### config.mk
export PLATFORM = sky130hd
export DESIGN_NAME = dbchecker_ctrl_master
export DESIGN_NICKNAME = d
export VERILOG_FILES = /design/src/rtl/dbchecker_ctrl_master.sv
export SDC_FILE = /design/constraint.sdc
export NUM_CORES = 1
export LEC_CHECK = 0
export CAP_MARGIN = 25
export CORE_MARGIN = 2
export CORE_UTILIZATION = 35
export DETAILED_ROUTE_END_ITERATION = 6
export DONT_BUFFER_PORTS = 1
export PLACE_DENSITY = 0.53
export SETUP_SLACK_MARGIN = 0.1
export SLEW_MARGIN = 30
export SYNTH_ARGS = -nofsm -noshare
export SYNTH_HDL_FRONTEND = slang
export SYNTH_SLANG_ARGS = --single-unit
### constraint.sdc
create_clock -name clock -period 2.79 [get_ports clock]
set_clock_uncertainty 0.1 [all_clocks]
set_input_delay 0.558 -clock clock [delete_from_list [all_inputs] [get_ports clock]]
set_output_delay 0.558 -clock clock [all_outputs]
set_load 0.01 [all_outputs]
### src/rtl/dbchecker_ctrl_master.sv
// dbchecker_ctrl_master
// AXI4-Lite initiator for the DBChecker control register port. It accepts one
// read or write on a simple valid/ready command interface, runs it as a single
// AXI-Lite beat, and returns the response code, read data and a saturating
// latency count on a valid/ready response interface.
//
// Ports
//   clock, reset        rising-edge clock, asynchronous active-low reset
//   cmd_*               command request (write flag, address, data, strobes)
//   rsp_*               response (write echo, read data, resp code, latency)
//   m_axil_ctrl_*       AXI4-Lite master channels AW, W, B, AR, R
//
// All handshake outputs are registered; they are computed from the next state
// so that AW/W or AR valid appears on the cycle right after command accept.
module dbchecker_ctrl_master #(
  parameter int ADDR_W = 32,
  parameter int DATA_W = 32,
  parameter int LAT_W  = 16
) (
  input  logic                clock,
  input  logic                reset,
  input  logic                cmd_valid,
  output logic                cmd_ready,
  input  logic                cmd_write,
  input  logic [ADDR_W-1:0]   cmd_addr,
  input  logic [DATA_W-1:0]   cmd_wdata,
  input  logic [DATA_W/8-1:0] cmd_wstrb,
  output logic                rsp_valid,
  input  logic                rsp_ready,
  output logic                rsp_write,
  output logic [DATA_W-1:0]   rsp_rdata,
  output logic [1:0]          rsp_resp,
  output logic [LAT_W-1:0]    rsp_latency,
  output logic [ADDR_W-1:0]   m_axil_ctrl_awaddr,
  output logic [2:0]          m_axil_ctrl_awprot,
  output logic                m_axil_ctrl_awvalid,
  input  logic                m_axil_ctrl_awready,
  output logic [DATA_W-1:0]   m_axil_ctrl_wdata,
  output logic [DATA_W/8-1:0] m_axil_ctrl_wstrb,
  output logic                m_axil_ctrl_wvalid,
  input  logic                m_axil_ctrl_wready,
  input  logic [1:0]          m_axil_ctrl_bresp,
  input  logic                m_axil_ctrl_bvalid,
  output logic                m_axil_ctrl_bready,
  output logic [ADDR_W-1:0]   m_axil_ctrl_araddr,
  output logic [2:0]          m_axil_ctrl_arprot,
  output logic                m_axil_ctrl_arvalid,
  input  logic                m_axil_ctrl_arready,
  input  logic [DATA_W-1:0]   m_axil_ctrl_rdata,
  input  logic [1:0]          m_axil_ctrl_rresp,
  input  logic                m_axil_ctrl_rvalid,
  output logic                m_axil_ctrl_rready
);

  localparam int STRB_W = DATA_W / 8;

  typedef enum logic [2:0] {IDLE, WR, WB, RA, RR, RSP} state_t;

  state_t              state, state_d;
  logic                aw_done, aw_done_d;
  logic                w_done, w_done_d;
  logic                accept, b_hs, r_hs;
  logic [ADDR_W-1:0]   addr_q;
  logic [DATA_W-1:0]   wdata_q;
  logic [STRB_W-1:0]   wstrb_q;
  logic                write_q;
  logic [LAT_W-1:0]    lat_cnt;

  // Increment that sticks at all-ones instead of wrapping.
  function automatic logic [LAT_W-1:0] sat_inc(input logic [LAT_W-1:0] v);
    return (&v) ? v : v + 1'b1;
  endfunction

  assign m_axil_ctrl_awaddr = addr_q;
  assign m_axil_ctrl_araddr = addr_q;
  assign m_axil_ctrl_awprot = 3'b000;
  assign m_axil_ctrl_arprot = 3'b000;
  assign m_axil_ctrl_wdata  = wdata_q;
  assign m_axil_ctrl_wstrb  = wstrb_q;

  always_comb begin
    state_d   = state;
    aw_done_d = aw_done;
    w_done_d  = w_done;
    accept    = 1'b0;
    b_hs      = 1'b0;
    r_hs      = 1'b0;
    case (state)
      IDLE: begin
        if (cmd_valid && cmd_ready) begin
          accept    = 1'b1;
          aw_done_d = 1'b0;
          w_done_d  = 1'b0;
          state_d   = cmd_write ? WR : RA;
        end
      end
      WR: begin
        // AW and W complete independently; leave only once both are done.
        if (m_axil_ctrl_awvalid && m_axil_ctrl_awready) aw_done_d = 1'b1;
        if (m_axil_ctrl_wvalid && m_axil_ctrl_wready)   w_done_d  = 1'b1;
        if (aw_done_d && w_done_d) state_d = WB;
      end
      WB: begin
        if (m_axil_ctrl_bvalid) begin
          b_hs    = 1'b1;
          state_d = RSP;
        end
      end
      RA: begin
        if (m_axil_ctrl_arready) state_d = RR;
      end
      RR: begin
        if (m_axil_ctrl_rvalid) begin
          r_hs    = 1'b1;
          state_d = RSP;
        end
      end
      RSP: begin
        if (rsp_ready) state_d = IDLE;
      end
      default: state_d = IDLE;
    endcase
  end

  always_ff @(posedge clock or negedge reset) begin
    if (!reset) begin
      state               <= IDLE;
      aw_done             <= 1'b0;
      w_done              <= 1'b0;
      cmd_ready           <= 1'b0;
      m_axil_ctrl_awvalid <= 1'b0;
      m_axil_ctrl_wvalid  <= 1'b0;
      m_axil_ctrl_arvalid <= 1'b0;
      m_axil_ctrl_bready  <= 1'b0;
      m_axil_ctrl_rready  <= 1'b0;
      rsp_valid           <= 1'b0;
      addr_q              <= '0;
      wdata_q             <= '0;
      wstrb_q             <= '0;
      write_q             <= 1'b0;
      lat_cnt             <= '0;
      rsp_write           <= 1'b0;
      rsp_rdata           <= '0;
      rsp_resp            <= 2'b00;
      rsp_latency         <= '0;
    end else begin
      state               <= state_d;
      aw_done             <= aw_done_d;
      w_done              <= w_done_d;
      cmd_ready           <= (state_d == IDLE);
      m_axil_ctrl_awvalid <= (state_d == WR) && !aw_done_d;
      m_axil_ctrl_wvalid  <= (state_d == WR) && !w_done_d;
      m_axil_ctrl_arvalid <= (state_d == RA);
      m_axil_ctrl_bready  <= (state_d == WB);
      m_axil_ctrl_rready  <= (state_d == RR);
      rsp_valid           <= (state_d == RSP);

      if (accept) begin
        addr_q  <= cmd_addr;
        wdata_q <= cmd_wdata;
        wstrb_q <= cmd_wstrb;
        write_q <= cmd_write;
        lat_cnt <= '0;
      end else if (state == WR || state == WB || state == RA || state == RR) begin
        lat_cnt <= sat_inc(lat_cnt);
      end

      // Latched latency includes the B/R handshake cycle itself.
      if (b_hs || r_hs) begin
        rsp_write   <= write_q;
        rsp_latency <= sat_inc(lat_cnt);
        rsp_resp    <= b_hs ? m_axil_ctrl_bresp : m_axil_ctrl_rresp;
        rsp_rdata   <= b_hs ? '0 : m_axil_ctrl_rdata;
      end
    end
  end

endmodule

==> flow_metrics.py, run 1 <==
metrics = {
    "clock_tree": {
        "numCtsBuffers": 17,
        "clk_latency_ns": 0.41,
        "cts_resized": 0,
        "cts_root_buf": "clkbuf_16",
        "cts.htree.levels": 4,
        "cts_buffer_depth": 2,
        "clk_pin_slew_worst_paths_ns": 0.06,
        "clkSinkCount": 148,
        "cts_tree": "yes",
        "post_cts_buffers": 0,
    },
    "global_routing": {
        "grt_use_total_pct": 16.04,
        "grt_max_degree": 149,
        "antenna_found_initial": 0,
        "grt-ovfl-total": 0,
        "grt_pass1_wl_um": 24800,
        "grt_pass1_vias": 4473,
    },
    "routing": {
        "drt-total-wl_um": 15750,
        "drt-wirelength-per-cell_um": 18.42,
        "vias_per_cell": 5.331,
        "via_count": 4558,
        "drt_first_pass_iters": 5,
        "ant_nets": 0,
        "drc": 0,
        "dr.first_iter.drc_count": 276,
    },
    "timing": {
        "finalHoldViolCount": 148,
        "slew_viol_final": 0,
        "rsz0062_at_grt": "false",
        "setup_ws_ns": 0.6377,
        "slew_headroom_pct": 53.27,
        "min_period_over_period_pct": 77.14,
        "fin_crit_ns": 2.152,
        "clock.fmax_mhz": 464.6,
        "setup_violations": 0,
        "timing.hold.ws_ns": -0.2649,
        "setup_tns_ns": 0,
        "worst-slew-pin-transition_ns": 0.6956,
    },
    "synth": {
        "ys.flop_type": "dfrtp_1",
        "synth-edff-count": 0,
        "yosysTopAreaCell": "dfrtp_1",
        "synth_area_um2": 6470,
        "synth.area.top_cells": "dfrtp_1 (57%), nand2_1 (13%), a22o_1 (4.7%)",
        "synthCells": 654,
        "yosysSeqAreaShare_pct": 57.24,
        "synth.most_common_cell": "nand2_1",
        "yosys_warnings": 0,
        "ys_types": 59,
        "postSynth.asyncResetShare_pct": 100.0,
        "netlist.area_leader.share_pct": 57.24,
        "synth.ff_latch_count": 148,
        "netlist_top_cells_count": "nand2_1 (223), dfrtp_1 (148), buf_4 (39)",
        "syn_area_per_cell_um2": 9.893,
    },
    "pwr": {
        "p_per_area_nw_per_um2": 1269,
        "leakage_nw": 3.313,
        "vdd_drop_max_mv": 0.4767,
    },
    "placed_design": {
        "dp_hpwl_um": 11010,
        "routabilityCongestion": 0.8528,
        "port-buffer-count": 0,
        "place_ws_ns": 0.6606,
    },
    "setup_path": {
        "crit_required_ns": 2.98,
        "critPathKind": "reg2reg",
        "worstSetupEndpointType": "register",
        "r2r_cells": 5,
        "reg2reg_from": "lat_cnt[0]",
        "rr_endpoint": "lat_cnt[0]",
        "cp_max_fo": 7,
        "critPathLaunchType": "register",
        "worstPathArrival_ns": 2.35,
        "r2r_setup_slack_ns": 0.64,
    },
    "final_layout": {
        "drive_above_1_share_pct": 10.06,
        "final_nets": 728,
        "area_growth_pct": 8.760,
        "antenna_cells": 0,
        "nFillCells": 1761,
    },
    "hold_path": {
        "hp-class": "in2async",
    },
    "outcome": {
        "outcome": "complete, but fails checks",
        "violations": "negative hold slack",
    },
    "floorplanning": {
        "io_pins": 278,
        "rows": 49,
        "dieArea_um2": 19590,
        "start_util_pct": 35.89,
        "die_w_um": 140.0,
        "chipHeight_um": 140.0,
        "core_um2": 18020,
    },
    "run": {
        "maxCapViolations": 0,
    },
}
worst max-delay path, stage by stage, from the launching register on:
cell and delay (ns):
dfrtp_1 0.45, ha_1 0.30, nand3_2 0.23, nor4_4 0.43, a21oi_2 0.22, mux2_2 0.31
flip-flops by register name, indices dropped and copies added, names as in the netlist, 2 cells and up:
signal,cells
m_axil_ctrl_wstrb,4
rsp_latency,16
state,3
rsp_resp,2
m_axil_ctrl_wdata,32
m_axil_ctrl_araddr,32
lat_cnt,16
rsp_rdata,32
metal layers:
layer / track usage [%] / vias up / part of all wire, %
met3: 6.393 / 19 / 9.0
met4: 5.105 / 0 / 1.5
met1: 19.67 / 2189 / 41
li1: - / 2117 / -
met2: 26.03 / 233 / 48
met5: 0 / - / 0
cells in the final DEF (no fill, tap or decap), drive strengths merged, types with 3 or more instances in the layout:
cell type,n
nand2,224
dfrtp,148
a22o,35
nor2,21
clkbuf,19
a21oi,16
o21ai,13
a31oi,11
buf,11
nor3,11
inv,11
and3,6
conb,6
o31ai,6
nor4,6
a211oi,5
nand4,5
or3,5
nor3b,4
and4,4
clkinvlp,4
nand3,4
or4,4
nand3b,3
nor2b,3
and2,3
a41oi,3
through the flow:
step	instance area [µm²]	util (%)	total power (W)	instances
floorplan	6489	-	0.006234	659
global placement	6446	35.76	0.006637	823
detailed placement	6446	35.76	0.006730	823
CTS	7037	39.04	0.009060	855
global route	7037	39.04	0.009566	855
finish	7037	39.04	0.008927	855
area by class of cell:
class | count | area [µm²] | area share [%]
timing repair buffer | 11 | 107.6 | 1.529
tap | 229 | 286.5 | 4.072
clock buffer | 19 | 442.9 | 6.294
inverter | 6 | 22.52 | 0.3201
sequential | 148 | 3704 | 52.63
multi-input combinational | 429 | 2326 | 33.05
clock inverter | 13 | 147.6 | 2.098
cells by family (layout without fill, tap and decap cells):
| group | after synthesis | count (layout) | share of synthesized area (%) |
|---|---|---|---|
| XOR/XNOR | 2 | 2 | 0.2708 |
| buffers and inverters | 82 | 49 | 7.291 |
| multiplexers | 3 | 3 | 0.4835 |
| AO/OA/AOI/OAI | 109 | 109 | 12.76 |
| other | 1 | 6 | 0.05796 |
| AND/OR/NAND/NOR | 308 | 308 | 21.70 |
| flip-flops | 148 | 148 | 57.24 |
| adder cells (fa/ha/maj) | 1 | 1 | 0.1934 |
how the worst max path moves through the flow:
stage	start	end	cells past startpoint
final	lat_cnt[0]	lat_cnt[0]	5
after CTS	lat_cnt[0]	lat_cnt[0]	5
after global placement	lat_cnt[0]	lat_cnt[14]	5
after detailed placement	lat_cnt[0]	lat_cnt[8]	5
after floorplan	lat_cnt[0]	lat_cnt[3]	5
after global routing	lat_cnt[0]	lat_cnt[2]	5
power by group:
part | switching (W) | internal, W
clock | 0.000917 | 0.00135
sequential | 0.00146 | 0.00311
combinational | 0.00118 | 0.000912
Power figures use the tool's default switching activity.
==> run 2: changes to the inputs <==
--- a/config.mk
+++ b/config.mk
@@ -10,7 +10,7 @@
 export CORE_UTILIZATION = 35
 export DETAILED_ROUTE_END_ITERATION = 6
 export DONT_BUFFER_PORTS = 1
-export PLACE_DENSITY = 0.53
+export PLACE_DENSITY = 0.55
 export SETUP_SLACK_MARGIN = 0.1
 export SLEW_MARGIN = 30
 export SYNTH_ARGS = -nofsm -noshare
==> constraint.sdc (replaced) <==
create_clock -name clock -period 1.9 [get_ports clock]
set_clock_uncertainty 0.1 [all_clocks]
set_input_delay 0.38 -clock clock [delete_from_list [all_inputs] [get_ports clock]]
set_output_delay 0.38 -clock clock [all_outputs]
set_load 0.01 [all_outputs]
==> run 2 against run 1 <==
  * The run still ends with negative hold slack left
  * Hold slack worse by 0.18 ns
  * Core utilization up 8.4 points
  * Non-clock buffer count grew 149
  * Maximum frequency increased by 18%
  * Sequential cell count did not move
  * Cell area rose by 21%
  * Sequential power up 45%
  * Clock power increased by 36%
  * Die area did not move
  * Routed wire length up 12%
  * Largest power group unchanged
==> flow_metrics.py, run 2 (synthesis results as in run 1) <==
metrics = {
    "timing": {
        "slew_viol_final": 0,
        "min_period_over_period_pct": 96.03,
        "clock.fmax_mhz": 548.0,
        "setup_violations": 0,
        "finalHoldViolCount": 148,
        "timing.hold.ws_ns": -0.4460,
        "rsz0062_at_grt": "true",
        "fin_crit_ns": 1.825,
    },
    "routing": {
        "top_layer": "met4",
        "drt-total-wl_um": 17650,
        "dr.first_iter.drc_count": 306,
        "ant_nets": 0,
        "routed-wl-met2_um": 8997,
        "drc": 0,
        "drt_first_pass_iters": 4,
        "drt-wirelength-per-cell_um": 17.60,
        "met3_length_um": 1171,
        "vias_per_cell": 5.211,
        "via_count": 5227,
        "met1_length_um": 6968,
    },
    "run": {
        "maxCapViolations": 0,
    },
    "final_layout": {
        "stdcell_count": 1003,
        "antenna_cells": 0,
        "nFillCells": 1572,
        "final_common_cell": "nand2_1",
        "area_growth_pct": 32.12,
        "postLayoutCellArea_um2": 8548,
        "final_nets": 877,
        "utilization_pct": 47.42,
        "drive_above_1_share_pct": 17.57,
        "layout_common_cells": "nand2_1 (220), dfrtp_1 (142), dlygate4sd3_1 (102)",
    },
    "clock_tree": {
        "cts_root_buf": "clkbuf_16",
        "clk_pin_slew_worst_paths_ns": 0.06,
        "clk_latency_ns": 0.42,
        "numCtsBuffers": 17,
        "cts_buffer_depth": 2,
        "cts_tree": "yes",
        "cts_hold_buffers": 102,
        "clkSinkCount": 148,
        "cts.htree.levels": 4,
    },
    "outcome": {
        "outcome": "complete, but fails checks",
        "violations": "negative hold slack",
    },
    "placed_design": {
        "dp.cells": 856,
        "dp_hpwl_um": 11440,
        "port-buffer-count": 0,
        "routabilityCongestion": 0.8675,
        "placed_area_um2": 6740,
    },
    "hold_path": {
        "hp-class": "in2async",
    },
    "pwr": {
        "vdd_drop_max_mv": 0.7386,
        "leakage_nw": 4.013,
        "p_per_area_nw_per_um2": 1624,
    },
    "setup_path": {
        "crit_required_ns": 2.10,
        "critPathKind": "reg2reg",
        "worstSetupEndpointType": "register",
        "cpPeakStageDelay_ns": 0.48,
        "critPathLaunchType": "register",
        "critPathSlowestCell": "nor4_4",
        "worstPathArrival_ns": 2.03,
        "cp_max_fo": 4,
        "path_cells": "ha_4 -> nand3_4 -> nor4_4 -> nand2_2 -> a221o_1",
    },
    "floorplanning": {
        "die_w_um": 140.0,
        "io_pins": 278,
        "chipHeight_um": 140.0,
        "dieArea_um2": 19590,
        "core_um2": 18020,
        "rows": 49,
        "start_util_pct": 35.89,
    },
    "global_routing": {
        "grt-ovfl-total": 0,
        "grt_pass1_wl_um": 27370,
        "grt_pass1_vias": 5208,
        "grt_max_degree": 149,
        "grt_use_total_pct": 17.61,
        "antenna_found_initial": 0,
    },
}
run 2: cell count changes in the layout (fill, tap and decap cells not counted), moves of 3 or more:
cell,change
o21ai_1,+5
dlygate4sd3_1,+102
nand2_2,+3
nand2_1,-3
o21ai_0,-7
dfrtp_1,-6
buf_4,+44
buf_12,+3
dfrtp_2,+6
run 2: timing repair:
action	in CTS	in global routing
resized for setup	5	36
pin swaps	3	21
gates cloned	0	0
hold endpoints to repair	249	148
setup endpoints to repair	55	64
setup buffers	2	12
run 2: report_power, final:
| group | leakage (nW) | internal [W] | switching, W |
|---|---|---|---|
| clock network | 0.265 | 0.00170 | 0.00139 |
| logic | 1.88 | 0.00201 | 0.00215 |
| registers | 1.87 | 0.00457 | 0.00205 |
run 2: layout make-up:
cell class	count	area, µm²	area share (%)
clock inverters	14	117.6	1.376
repair buffers	160	1519	17.77
inverters	6	22.52	0.2635
well taps	229	286.5	3.352
multi-input cells	429	2466	28.85
clock buffers	17	425.4	4.977
flip-flops and latches	148	3711	43.41
run 2: worst paths after layout:
check	startpoint	to	slack, ns	cells past startpoint
setup / recovery	lat_cnt[1]	rsp_latency[0]	0.08	5
hold / removal	reset	m_axil_ctrl_araddr[15]	-0.45	0
setup reg to reg	lat_cnt[1]	rsp_latency[0]	0.08	5
hold reg to reg	write_q	rsp_write	0.38	2
max in group asynchronous	reset	state[0]	1.70	0
min in group clock	m_axil_ctrl_rresp[1]	rsp_resp[1]	0.03	2
run 2: stage by stage:
stage          total power, W  TNS (ns)  hold slack (ns)  setup WS, ns
2_1_floorplan        0.009198         0         -0.01559        0.1028
3_3_place_gp          0.01011         0         -0.01229        0.1037
3_5_place_dp          0.01029         0         -0.01270       0.04308
4_1_cts               0.01369         0          -0.4671       0.07902
5_1_grt               0.01479  -0.02099          -0.4738      -0.01232
6_report              0.01388         0          -0.4460       0.07534
run 2: critical path: cells and delay by family (launching register included):
kind | cells | cell delay [ns]
flops | 1 | 0.39
compound gates | 1 | 0.31
fa+ha+maj | 1 | 0.18
simple gates | 3 | 0.73
run 2: layer usage:
layer / vias to the layer above / global-route usage (%)
li1: 2412 / -
met1: 2542 / 20.43
met2: 233 / 30.47
met3: 40 / 4.684
met4: 0 / 8.105
met5: - / 0
